**config.mk**
```make
export PLATFORM = sky130hd
export DESIGN_NAME = id_ex_stage
export DESIGN_NICKNAME = d
export VERILOG_FILES = /design/src/rtl/id_ex_stage.sv
export SDC_FILE = /design/constraint.sdc
export NUM_CORES = 1
export LEC_CHECK = 0
export CAP_MARGIN = 20
export CORE_AREA = 2 2 149 151
export DETAILED_ROUTE_END_ITERATION = 6
export DIE_AREA = 0 0 151 153
export PLACE_DENSITY = 0.78
export SLEW_MARGIN = 40
export SYNTH_ARGS = -nofsm -noshare
export SYNTH_HDL_FRONTEND = slang
export SYNTH_SLANG_ARGS = --single-unit
```
**constraint.sdc**
```tcl
create_clock -name clk -period 4.5 [get_ports clk]
set_clock_uncertainty 0.1 [all_clocks]
set_input_delay 0.45 -clock clk [delete_from_list [all_inputs] [get_ports clk]]
set_output_delay 0.45 -clock clk [all_outputs]
set_load 0.02 [all_outputs]
```
**src/rtl/id_ex_stage.sv**
```systemverilog
// ============================================================================
// id_ex_stage
// ----------------------------------------------------------------------------
// ID/EX pipeline register for the 5-stage RISC-V core. It latches the decoded
// fields from ID and presents them to EX. It also detects load-use hazards and
// inserts a bubble for one, and kills the wrong-path ID instruction after a
// taken branch. It drives the PC and IF/ID stall and flush controls.
//
// Optional feature:
//   ID_EX_PERF_EN  when defined, bubble_cnt and flush_cnt are live 32-bit
//                  wrapping counters. When undefined, there are no counter
//                  flops and both outputs are tied to 0.
//
// Parameters:
//   XLEN    datapath width
//   CTRL_W  width of the opaque ALU/branch control bundle
//
// Ports:
//   clk, rst                     clock, synchronous active-high reset
//   id_*                         decoded fields from the ID stage
//   br_taken                     EX resolved a taken branch or jump this cycle
//   mem_stall                    data memory busy; freeze the pipeline
//   ex_*                         registered copies of the id_* fields for EX
//   pc_stall, ifid_stall         hold the PC and the IF/ID register
//   ifid_flush                   clear the IF/ID register
//   bubble_cnt, flush_cnt        performance counters
// ============================================================================
module id_ex_stage #(
   parameter int XLEN   = 32,
   parameter int CTRL_W = 8
) (
   input  logic              clk,
   input  logic              rst,
   input  logic              id_valid,
   input  logic [XLEN-1:0]   id_pc,
   input  logic [4:0]        id_rs1,
   input  logic [4:0]        id_rs2,
   input  logic [4:0]        id_rd,
   input  logic              id_rs1_used,
   input  logic              id_rs2_used,
   input  logic [XLEN-1:0]   id_rdata1,
   input  logic [XLEN-1:0]   id_rdata2,
   input  logic [XLEN-1:0]   id_imm,
   input  logic              id_imm_sel,
   input  logic              id_mem_read,
   input  logic              id_mem_write,
   input  logic              id_reg_write,
   input  logic [CTRL_W-1:0] id_ctrl,
   input  logic              br_taken,
   input  logic              mem_stall,
   output logic              ex_valid,
   output logic [XLEN-1:0]   ex_pc,
   output logic [4:0]        ex_rs1,
   output logic [4:0]        ex_rs2,
   output logic [4:0]        ex_rd,
   output logic [XLEN-1:0]   ex_rdata1,
   output logic [XLEN-1:0]   ex_rdata2,
   output logic [XLEN-1:0]   ex_imm,
   output logic              ex_imm_sel,
   output logic              ex_mem_read,
   output logic              ex_mem_write,
   output logic              ex_reg_write,
   output logic [CTRL_W-1:0] ex_ctrl,
   output logic              pc_stall,
   output logic              ifid_stall,
   output logic              ifid_flush,
   output logic [31:0]       bubble_cnt,
   output logic [31:0]       flush_cnt
);

   // A load in EX whose destination register is read by a real ID instruction.
   // A load to x0 never stalls, because x0 is never written.
   logic load_use;
   logic rs1_hit;
   logic rs2_hit;

   assign rs1_hit  = id_rs1_used & (id_rs1 == ex_rd);
   assign rs2_hit  = id_rs2_used & (id_rs2 == ex_rd);
   assign load_use = ex_valid & ex_mem_read & (ex_rd != 5'd0) & id_valid
                   & (rs1_hit | rs2_hit);

   // A taken branch kills the ID instruction. Its hazard is then irrelevant,
   // so the flush suppresses the stall.
   assign pc_stall   = mem_stall | (load_use & ~br_taken);
   assign ifid_stall = pc_stall;
   assign ifid_flush = br_taken & ~mem_stall;

   // Reset and bubble both clear every EX field. A bubble carries zero
   // register indices, so the forwarding unit can never match on it.
   // NOTE: sequential state uses non-blocking (<=) assignments only. Every
   // flop then samples pre-edge values, and block order cannot matter.
   always_ff @(posedge clk) begin
      if (rst || (!mem_stall && (br_taken || load_use))) begin
         ex_valid     <= 1'b0;
         ex_pc        <= '0;
         ex_rs1       <= '0;
         ex_rs2       <= '0;
         ex_rd        <= '0;
         ex_rdata1    <= '0;
         ex_rdata2    <= '0;
         ex_imm       <= '0;
         ex_imm_sel   <= 1'b0;
         ex_mem_read  <= 1'b0;
         ex_mem_write <= 1'b0;
         ex_reg_write <= 1'b0;
         ex_ctrl      <= '0;
      end else if (!mem_stall) begin
         ex_valid     <= id_valid;
         ex_pc        <= id_pc;
         ex_rs1       <= id_rs1;
         ex_rs2       <= id_rs2;
         ex_rd        <= id_rd;
         ex_rdata1    <= id_rdata1;
         ex_rdata2    <= id_rdata2;
         ex_imm       <= id_imm;
         ex_imm_sel   <= id_imm_sel;
         ex_mem_read  <= id_mem_read;
         ex_mem_write <= id_mem_write;
         ex_reg_write <= id_reg_write;
         ex_ctrl      <= id_ctrl;
      end
   end

`ifdef ID_EX_PERF_EN
   // The counters wrap naturally at 32 bits. A branch flush that coincides
   // with a load-use hazard counts only as a flush.
   always_ff @(posedge clk) begin
      if (rst) begin
         bubble_cnt <= '0;
         flush_cnt  <= '0;
      end else if (!mem_stall) begin
         if (br_taken)
            flush_cnt <= flush_cnt + 32'd1;
         else if (load_use)
            bubble_cnt <= bubble_cnt + 32'd1;
      end
   end
`else
   assign bubble_cnt = '0;
   assign flush_cnt  = '0;
`endif

endmodule

```
; ---- After elaboration in Yosys (flattened, before gate mapping)
; Cells that the tools add are included.
[word_totals]
regBits = 156
inputBits = 162
[op_classes]
n_bitwise = 12
n_eq_ne = 2
reduce_logical = 5
[ops]
columns = operator, count
row1 = 5-bit == test, 2
row2 = 1-bit bitwise AND, 8
row3 = 5-bit nonzero test, 1
row4 = 1-bit logical OR, 2
row5 = 1-bit inverter, 2
row6 = 1-bit OR, 2
row7 = 1-bit logical AND, 1
row8 = 1-bit zero test, 1

; ---- Depth between registers and ports, before layout
; Gate-level depths: netlist of the first run.
[depth]
depth_word = 7
ltp_mapped = 7
depth_no_buf = 4

; ---- Least setup slack after synthesis of the first run
; OpenSTA, ideal clock, no wires.
[synth_timing]
path_kind = register to output
from = reg ex_rd[0]
to = out pc_stall
setup_slack_ns = 2.054
required_ns = 3.950
path_buffers = 2
arrival_time_ns = 1.896
path_stages_with_launch = 6
cell_sequence = dfxtp_1 > or4_1 > o211a_1 > buf_2 > a41o_1 > buf_4
[synth_between]
elab_chain_len = 6
[synth_lines]
columns = element, line
row1 = "start, declared", 55  ; output logic [4:0] ex_rd,
row2 = "start signal, assigned", 112  ; ex_rd <= id_rd;
row3 = "5-bit == test, or another cell as far along", 77  ; assign rs1_hit = id_rs1_used & (id_rs1 == ex_rd);
row4 = "1-bit bitwise AND, on equally long branches", "77, 78, 79"
row5 = 1-bit OR or 1-bit bitwise AND (tied branches), "80, 79"
row6 = 1-bit bitwise AND *, 80  ; & (rs1_hit | rs2_hit);
row7 = 1-bit bitwise AND *, 84  ; assign pc_stall = mem_stall | (load_use & ~br_taken);
row8 = 1-bit OR *, 84
row9 = "end, declared", 64  ; output logic pc_stall,
; Every way passes the cells marked *; elsewhere a longest branch is shown, timed or not.

; ---- Final worst setup path of the first run
; Ends and elaborated chain as after synthesis.

==> results.json, run 1 <==
{
  "status": "complete, no violations",
  "vias": 7706,
  "grt_overflow": 0,
  "cts-root-buf": "clkbuf_16",
  "netlist_instances": 854,
  "coreArea_mm2": 0.0215,
  "setup_failing_eps_final": 0,
  "setup_repair_after_global_routing_missed_its_margin": "no",
  "critPathRequiredTime_ns": 3.95,
  "cts_tree": "done",
  "end_of_the_worst_register_to_register_path": "ex_rdata2[8]$_SDFFE_PP0N_",
  "synth.ff_latch_count": 156,
  "maxSlewViolCount": 0,
  "avgViaCountPerCell": 5.52,
  "share_of_post_route_cells_with_drive_strength_above_1_pct": 17.3,
  "critPathArrivalTime_ns": 2.54,
  "grt_pass1_wl_um": 39100,
  "post_cts_hold_buffer_count": 0,
  "peakVddDrop_mv": 0.232,
  "post-synth-top-area-fraction_pct": 36.0,
  "flip_flop_cell_with_the_highest_count_after_synthesis": "dfxtp_1",
  "regToRegSetupSlack_ns": 1.98,
  "ctsResizeCount": 0,
  "whs_ns": 0.437,
  "synth_area_leader_cell": "dfxtp_1",
  "yosysWarningCount": 0,
  "wire_per_inst_um": 18.1,
  "io_pins": 385,
  "yosysSeqAreaShare_pct": 36.0,
  "global_route.usage.total_pct": 21.0,
  "post_synthesis_cell_type_count": 31,
  "floorplan.die.height_um": 153,
  "detailed_place_hpwl_um": 16300,
  "postCtsSetupRepairBufs": 0,
  "worst_hold_path_endpoint": "ex_pc[13]$_SDFFE_PP0N_",
  "number_of_antenna_violating_nets_in_the_routed_design": 0,
  "synth_area_per_cell_um2": 10.2,
  "cpPeakStageDelay_ns": 0.63,
  "htree_levels": 4,
  "totalNegativeSetupSlack_ns": 0,
  "start_kind": "flop",
  "worstMarginPinSlew_ns": 0.783,
  "setup.worst_path.end_class": "primary output",
  "drt-pass1-iter-count": 5,
  "detail_route.iter0.violations": 557,
  "holdPathStages": 2,
  "worst_skew_late_latency_ns": 0.43,
  "timing_hold_violations_final": 0,
  "worst_hold_startpoint": "ex_pc[13]$_SDFFE_PP0N_",
  "floorplan.rows": 54,
  "finalPower_uw": 3660,
  "slew-limit-headroom_pct": 47.8,
  "finalWeightedCongestion": 0.789,
  "ys_async_sr_fraction_pct": 0,
  "slowest_stage": "or4_1",
  "grt_use_met3_pct": 5.07,
  "globalRouteMet2Util_pct": 34.8,
  "cts_made_buffers": 17,
  "first_global_vias": 7210,
  "r2r_start": "ex_rd[4]$_SDFFE_PP0N_",
  "drc_errors": 0,
  "peak_fanout_along_the_critical_path": 6,
  "routed_wirelength_um": 25200,
  "path_clk_slew_ns": 0.07,
  "die_x_um": 151,
  "die-area_mm2": 0.0231,
  "areaGrowthSynthToFinish_pct": 41.8,
  "io_buffer_count": 320,
  "groute.layer.met1.usage_pct": 26.4,
  "hold_path_class": "flop to flop",
  "final_area_mm2": 0.0123,
  "most-common-layout-cells": "319 x clkdlybuf4s50_1, 157 x nand2_1, 156 x dfxtp_1, 143 x a22oi_1, 140 x a41oi_2",
  "powerDensity_mw_per_mm2": 297,
  "area_of_placed_instances_mm2": 0.0117,
  "maxCapViolCount": 0,
  "clk_path_buf_depth": 2,
  "antenna_found_initial": 1,
  "period_utilisation_layout_pct": 68.6,
  "finalCriticalPeriod_ns": 3.09,
  "synthesis.area_mm2": 0.00869,
  "timing.setup.critical_path_class": "flop to primary output",
  "synth_top_cells_by_area": "dfxtp_1 36%, a41oi_2 26%, a22oi_1 12%, nand2_1 6.8%, buf_4 5.7%",
  "global_route_hottest_layer": "met2",
  "initial_core_util_pct": 40.4,
  "achievable-frequency_ghz": 0.324,
  "mostFrequentLayoutCell": "clkdlybuf4s50_1",
  "cts_sinks": 156,
  "leakagePower_uw": 0.00382,
  "grt_max_degree": 114,
  "nets": 1263,
  "synth_edf_count": 0,
  "critical_path.cell_chain": "or4_1, o211a_4, a41o_1, clkdlybuf4s50_1",
  "rr_worst_depth": 6
}
==> metal layers <==
metal	wire length [µm]	vias to the layer above
met5	0	-
met4	692	0
met3	1490	45
met2	12600	262
met1	10500	3740
li1	-	3659
==> cell type report <==
class	instances	area (µm²)
fillers	1836	9170
clock inverters	14	150
multi-input cells	590	4800
repair buffers	335	3450
well taps	280	350
flip-flops and latches	156	3120
diodes	1	2.50
clock buffers	18	439
inverters	1	3.75
==> how the worst max path moves through the flow <==
| stage | start | to | depth (start not counted) |
|---|---|---|---|
| final | ex_rd[0]$_SDFFE_PP0N_ | pc_stall | 4 |
| after CTS | ex_rd[0]$_SDFFE_PP0N_ | pc_stall | 4 |
| after global routing | ex_rd[0]$_SDFFE_PP0N_ | ifid_stall | 4 |
| after detailed placement | mem_stall | ex_rs2[3]$_SDFFE_PP0N_ | 5 |
| after floorplan | ex_rd[0]$_SDFFE_PP0N_ | pc_stall | 5 |
| after global placement | mem_stall | ex_pc[20]$_SDFFE_PP0N_ | 5 |
==> flip-flops by register name, indices dropped and copies added (netlist names), 5 cells and up <==
signal,cells
ex_pc,32
ex_rdata2,32
ex_rdata1,32
ex_rd,5
ex_rs1,5
ex_rs2,5
ex_imm,32
ex_ctrl,8
==> kinds of logic after synthesis <==
kind of cell / share of synthesized area, %
flops: 36.0
other cells: 0.0432
buf+inv: 11.9
simple gates: 9.06
compound gates: 42.0
xor+xnor: 1.01
==> Yosys cell counts, types with 2 or more instances <==
cell,number
dfxtp_1,156
a22oi_1,143
buf_6,16
a2bb2oi_1,10
nor3b_1,2
o21ai_0,23
a21oi_1,2
buf_4,66
nor2b_1,2
a41oi_2,140
nand2_1,157
or3_1,10
o32a_1,2
nand4_1,2
buf_2,18
nand2b_1,10
xnor2_1,10
clkbuf_1,70
a41oi_1,3
==> through the flow <==
stage	util, %	cells	worst slack, ns
2_1_floorplan	-	917	2.05
3_3_place_gp	54.3	1360	1.55
3_5_place_dp	54.6	1362	1.50
4_1_cts	57.3	1394	1.39
5_1_grt	57.3	1395	1.34
6_report	57.3	1395	1.41
==> critical path: cells and delay by family (launching register included) <==
| family | cells | cell delay (ns) |
|---|---|---|
| compound gates | 2 | 0.55 |
| simple gates | 1 | 0.63 |
| buf+inv | 1 | 0.54 |
| flops | 1 | 0.39 |
==> where the power goes <==
group	internal (µW)	switching, µW	leakage [µW]
registers	1440	50.0	0.00128
clock network	804	662	0.000294
logic	327	377	0.00225
total	2570	1090	0.00382
Note: power is estimated with default switching activity, not from simulation.
==> run 2: changes to the inputs <==
--- a/config.mk
+++ b/config.mk
@@ -6,9 +6,8 @@
 export NUM_CORES = 1
 export LEC_CHECK = 0
 export CAP_MARGIN = 20
-export CORE_AREA = 2 2 149 151
+export CORE_UTILIZATION = 39
 export DETAILED_ROUTE_END_ITERATION = 6
-export DIE_AREA = 0 0 151 153
 export PLACE_DENSITY = 0.78
 export SLEW_MARGIN = 40
 export SYNTH_ARGS = -nofsm -noshare
==> constraint.sdc (replaced) <==
create_clock -name clk -period 2.5 [get_ports clk]
set_clock_uncertainty 0.1 [all_clocks]
set_input_delay 0.25 -clock clk [delete_from_list [all_inputs] [get_ports clk]]
set_output_delay 0.25 -clock clk [all_outputs]
set_load 0.02 [all_outputs]
==> results.json, run 2 (same netlist as run 1, synthesis figures left out) <==
{
  "slew-limit-headroom_pct": 61.1,
  "diodes": 0,
  "cts_made_buffers": 17,
  "finalPower_uw": 6580,
  "maxSlewViolCount": 0,
  "hold_path_class": "input pin to flop",
  "maxCapViolCount": 0,
  "cts_sinks": 156,
  "grt_max_degree": 105,
  "setup.worst_path.end_class": "primary output",
  "setup_failing_eps_final": 0,
  "htree_levels": 4,
  "drt-pass1-iter-count": 4,
  "avgViaCountPerCell": 5.47,
  "final_util_pct": 57.2,
  "multi_input_comb_area_mm2": 0.00480,
  "mostFrequentLayoutCell": "clkdlybuf4s50_1",
  "achievable-frequency_ghz": 0.428,
  "regToRegSetupSlack_ns": 0.24,
  "critPathRequiredTime_ns": 2.15,
  "worstMarginPinSlew_ns": 0.583,
  "clk_path_buf_depth": 2,
  "grt_pass1_wl_um": 38300,
  "floorplan.die.height_um": 151,
  "routed_wirelength_um": 25200,
  "global_route.usage.total_pct": 21.2,
  "end_of_the_worst_register_to_register_path": "ex_rdata2[13]$_SDFFE_PP0N_",
  "floorplan.rows": 54,
  "coreArea_mm2": 0.0218,
  "setup_repair_after_global_routing_missed_its_margin": "no",
  "timing.setup.critical_path_class": "flop to primary output",
  "share_of_post_route_cells_with_drive_strength_above_1_pct": 18.7,
  "die_x_um": 151,
  "period_utilisation_layout_pct": 93.5,
  "timing_hold_violations_final": 0,
  "pre_cts_slack_ns": 0.0598,
  "areaGrowthSynthToFinish_pct": 43.6,
  "start_kind": "flop",
  "r2r_start": "ex_rd[0]$_SDFFE_PP0N_",
  "leakagePower_uw": 0.00391,
  "finalWeightedCongestion": 0.828,
  "antenna_found_initial": 1,
  "cts-root-buf": "clkbuf_16",
  "most-common-layout-cells": "317 x clkdlybuf4s50_1, 157 x nand2_1, 156 x dfxtp_1, 143 x a22oi_1, 140 x a41oi_2",
  "finalCriticalPeriod_ns": 2.34,
  "seqCellArea_mm2": 0.00312,
  "wire_per_inst_um": 17.9,
  "fillCellCount": 1910,
  "drc_errors": 0,
  "detailed_place_hpwl_um": 16700,
  "initial_core_util_pct": 39.8,
  "holdPathStages": 2,
  "number_of_antenna_violating_nets_in_the_routed_design": 0,
  "first_global_vias": 7146,
  "post_cts_hold_buffer_count": 0,
  "status": "complete, no violations",
  "path_clk_slew_ns": 0.07,
  "peak_fanout_along_the_critical_path": 2,
  "final.setup.worst_slack_ns": 0.163,
  "worst_hold_path_endpoint": "ex_rs1[2]$_SDFFE_PP0N_",
  "io_pins": 385,
  "detail_route.iter0.violations": 412,
  "worst_hold_startpoint": "id_valid",
  "powerDensity_mw_per_mm2": 527,
  "io_buffer_count": 320,
  "critPathArrivalTime_ns": 1.99,
  "die-area_mm2": 0.0229,
  "rr_worst_depth": 5,
  "nets": 1280,
  "vias": 7725,
  "peakVddDrop_mv": 0.553,
  "grt_overflow": 0,
  "cts_tree": "done",
  "worst_skew_late_latency_ns": 0.43
}
==> run 2: cell types whose count changed in the layout (fill, tap and decap cells not counted), sizes merged <==
cell	change
buf	+18
clkdlybuf4s50	-2
clkbuf	+1
diode	-1
==> run 2: metal layers <==
layer	vias to the layer above	GRT usage, %	part of all wire [%]
met2	270	35.2	50
li1	3688	-	-
met5	-	0	0.052
met4	2	9.25	2.6
met3	38	5.48	6.2
met1	3727	25.8	42
==> run 2: critical path, cell delays in order, from the launching register on <==
cell	delay [ns]
dfxtp_1	0.32
or4_4	0.55
o211a_4	0.26
a41o_1	0.27
clkbuf_2	0.16
==> run 2: stage by stage <==
stage,hold WS [ns],TNS (ns),instances,cell area (µm²)
final,0.0829,0,1411,12500
after global placement,0.418,0,1378,11900
after floorplan,0.312,0,917,8920
after CTS,0.0634,-0.0224,1411,12500
after detailed placement,0.426,0,1379,11900
after global routing,0.0738,0,1411,12500
==> run 2: area by class of cell <==
| type | instances | share of cell area, % |
|---|---|---|
| Sequential cell | 156 | 25.0 |
| Multi-Input combinational cell | 590 | 38.5 |
| Timing Repair Buffer | 352 | 29.0 |
| Clock inverter | 14 | 1.18 |
| Clock buffer | 18 | 3.44 |
| Tap cell | 280 | 2.81 |
| Inverter | 1 | 0.0301 |
==> run 2: worst max path at each step <==
stage                           from  endpoint  slack [ns]  cells past startpoint
3_5_place_dp               id_rs1[0]  pc_stall        0.06                      6
5_1_grt        ex_rd[0]$_SDFFE_PP0N_  pc_stall        0.12                      4
3_3_place_gp               id_rs1[3]  pc_stall        0.05                      6
4_1_cts        ex_rd[0]$_SDFFE_PP0N_  pc_stall       -0.01                      4
6_report       ex_rd[0]$_SDFFE_PP0N_  pc_stall        0.16                      4
2_1_floorplan  ex_rd[0]$_SDFFE_PP0N_  pc_stall        0.25                      5
==> run 2: what timing repair did <==
item	4_1_cts	5_1_grt
setup endpoints to repair	2	2
gates resized for setup	3	4
setup buffers	0	0
pin swaps	0	0
==> run 2: power by group <==
part,total [µW],switching [µW],internal (µW)
clock network,2600,1180,1420
logic,1300,685,612
registers,2680,86.6,2600
==> run 3: changes to the inputs <==
--- a/config.mk
+++ b/config.mk
@@ -9,6 +9,7 @@
 export CORE_UTILIZATION = 39
 export DETAILED_ROUTE_END_ITERATION = 6
 export PLACE_DENSITY = 0.78
+export SETUP_SLACK_MARGIN = 0.3
 export SLEW_MARGIN = 40
 export SYNTH_ARGS = -nofsm -noshare
 export SYNTH_HDL_FRONTEND = slang
==> results.json, run 3 (same netlist as run 1, synthesis figures left out) <==
{
  "final_util_pct": 58.5,
  "drc_errors": 0,
  "final.setup.worst_slack_ns": 0.245,
  "setup_failing_eps_final": 0,
  "wire_per_inst_um": 19.0,
  "peak_fanout_along_the_critical_path": 2,
  "first_global_vias": 7294,
  "finalCriticalPeriod_ns": 2.26,
  "reported_net_switching_power_uw": 1940,
  "cts-root-buf": "clkbuf_16",
  "start_kind": "flop",
  "floorplan.rows": 54,
  "setup_repair_after_global_routing_missed_its_margin": "yes",
  "drt-pass1-iter-count": 5,
  "cts_sinks": 156,
  "diodes": 0,
  "cts_made_buffers": 17,
  "number_of_antenna_violating_nets_in_the_routed_design": 0,
  "whs_ns": 0.266,
  "grt_max_degree": 87,
  "timing_hold_violations_final": 0,
  "initial_core_util_pct": 39.8,
  "htree_levels": 4,
  "critPathArrivalTime_ns": 1.91,
  "coreArea_mm2": 0.0218,
  "detailed_place_hpwl_um": 16700,
  "antenna_found_initial": 0,
  "die-area_mm2": 0.0229,
  "status": "complete, no violations",
  "routed_wirelength_um": 27100,
  "vias": 7968,
  "maxCapViolCount": 0,
  "critPathRequiredTime_ns": 2.15,
  "leakagePower_uw": 0.00402,
  "io_pins": 385,
  "share_of_post_route_cells_with_drive_strength_above_1_pct": 19.8,
  "avgViaCountPerCell": 5.60,
  "path_clk_slew_ns": 0.07,
  "detail_route.iter0.violations": 467,
  "grt_overflow": 0,
  "io_buffer_count": 320,
  "most-common-layout-cells": "317 x clkdlybuf4s50_1, 157 x nand2_1, 153 x dfxtp_1, 143 x a22oi_1, 140 x a41oi_2",
  "achievable-frequency_ghz": 0.443,
  "powerDensity_mw_per_mm2": 507,
  "clk_path_buf_depth": 2,
  "switching_share_pct": 29.9,
  "areaGrowthSynthToFinish_pct": 47.1,
  "finalWeightedCongestion": 0.813,
  "pre_cts_slack_ns": -0.00859,
  "pwr-share-clk_pct": 37.8,
  "slew-limit-headroom_pct": 64.9,
  "nets": 1292,
  "maxSlewViolCount": 0,
  "grt_pass1_wl_um": 38900,
  "peakVddDrop_mv": 0.376,
  "timing.setup.critical_path_class": "flop to primary output",
  "setup.worst_path.end_class": "primary output",
  "cts_tree": "done",
  "mostFrequentLayoutCell": "clkdlybuf4s50_1",
  "power.internal_uw": 4540,
  "floorplan.die.height_um": 151,
  "die_x_um": 151,
  "worst_skew_late_latency_ns": 0.42,
  "worstMarginPinSlew_ns": 0.526,
  "period_utilisation_layout_pct": 90.2,
  "hold_path_class": "input pin to flop",
  "combPwrFrac_pct": 20.8,
  "global_route.usage.total_pct": 21.7,
  "sequentialPowerShare_pct": 41.5
}
run 3: cell count changes in the layout (fill, tap and decap cells not counted), moves of 2 or more:
cell	previous run	this run
buf_6	1	3
clkbuf_16	17	22
inv_6	7	5
dfxtp_2	0	3
clkinvlp_4	0	3
clkbuf_2	2	0
buf_16	1	7
dfxtp_1	156	153
run 3: area by class of cell:
| cell class | count | area (µm²) |
|---|---|---|
| Tap cell | 280 | 350 |
| Clock inverter | 13 | 108 |
| Timing Repair Buffer | 364 | 3940 |
| Sequential cell | 156 | 3130 |
| Fill cell | 1876 | 9050 |
| Multi-Input combinational cell | 590 | 4820 |
| Clock buffer | 19 | 433 |
| Inverter | 1 | 3.75 |
run 3: worst max-delay path, cell delays in order, from the launching register on:
cell	delay, ns
dfxtp_2	0.32
or4_4	0.56
o211a_4	0.26
a41o_4	0.22
buf_6	0.13
run 3: per-layer routing:
metal | GRT usage, % | vias up | routed length, µm
met1 | 26.2 | 3875 | 10900
li1 | - | 3726 | -
met5 | 0 | - | 0
met4 | 9.80 | 0 | 856
met2 | 36.6 | 314 | 13700
met3 | 4.73 | 53 | 1610
run 3: worst paths after layout:
path                     startpoint                     end  slack, ns  cells past startpoint
max           ex_rd[0]$_SDFFE_PP0N_                pc_stall       0.24                      4
max reg2reg   ex_rd[0]$_SDFFE_PP0N_  ex_imm[4]$_SDFFE_PP0N_       0.38                      6
min reg2reg  ex_pc[13]$_SDFFE_PP0N_  ex_pc[13]$_SDFFE_PP0N_       0.44                      2
min                        id_valid   ex_rd[2]$_SDFFE_PP0N_       0.27                      3
run 3: power groups by stage:
stage / Combinational [µW] / Clock, µW / Sequential, µW
final: 1350 / 2450 / 2690
after global routing: 1430 / 2610 / 2700
after CTS: 1330 / 2500 / 2680
after detailed placement: 1310 / 0 / 2740
after global placement: 1290 / 0 / 2740
after floorplan: 612 / 0 / 2870
run 3: metrics by stage:
step	std cells	power, µW	instance area (µm²)	setup TNS [ns]
CTS	1418	6510	12600	0
global placement	1380	4030	11900	0
detailed placement	1381	4050	12000	-0.00859
global route	1423	6740	12800	0
floorplan	917	3480	8930	0
finish	1423	6480	12800	0
run 3: what timing repair did:
action | CTS | global route
setup buffers | 1 | 0
gates cloned | 4 | 5
hold buffers | 0 | 0
hold endpoints to repair | 0 | 0
resized for setup | 19 | 2
pin swaps | 3 | 2
endpoints found under the setup margin | 82 | 96
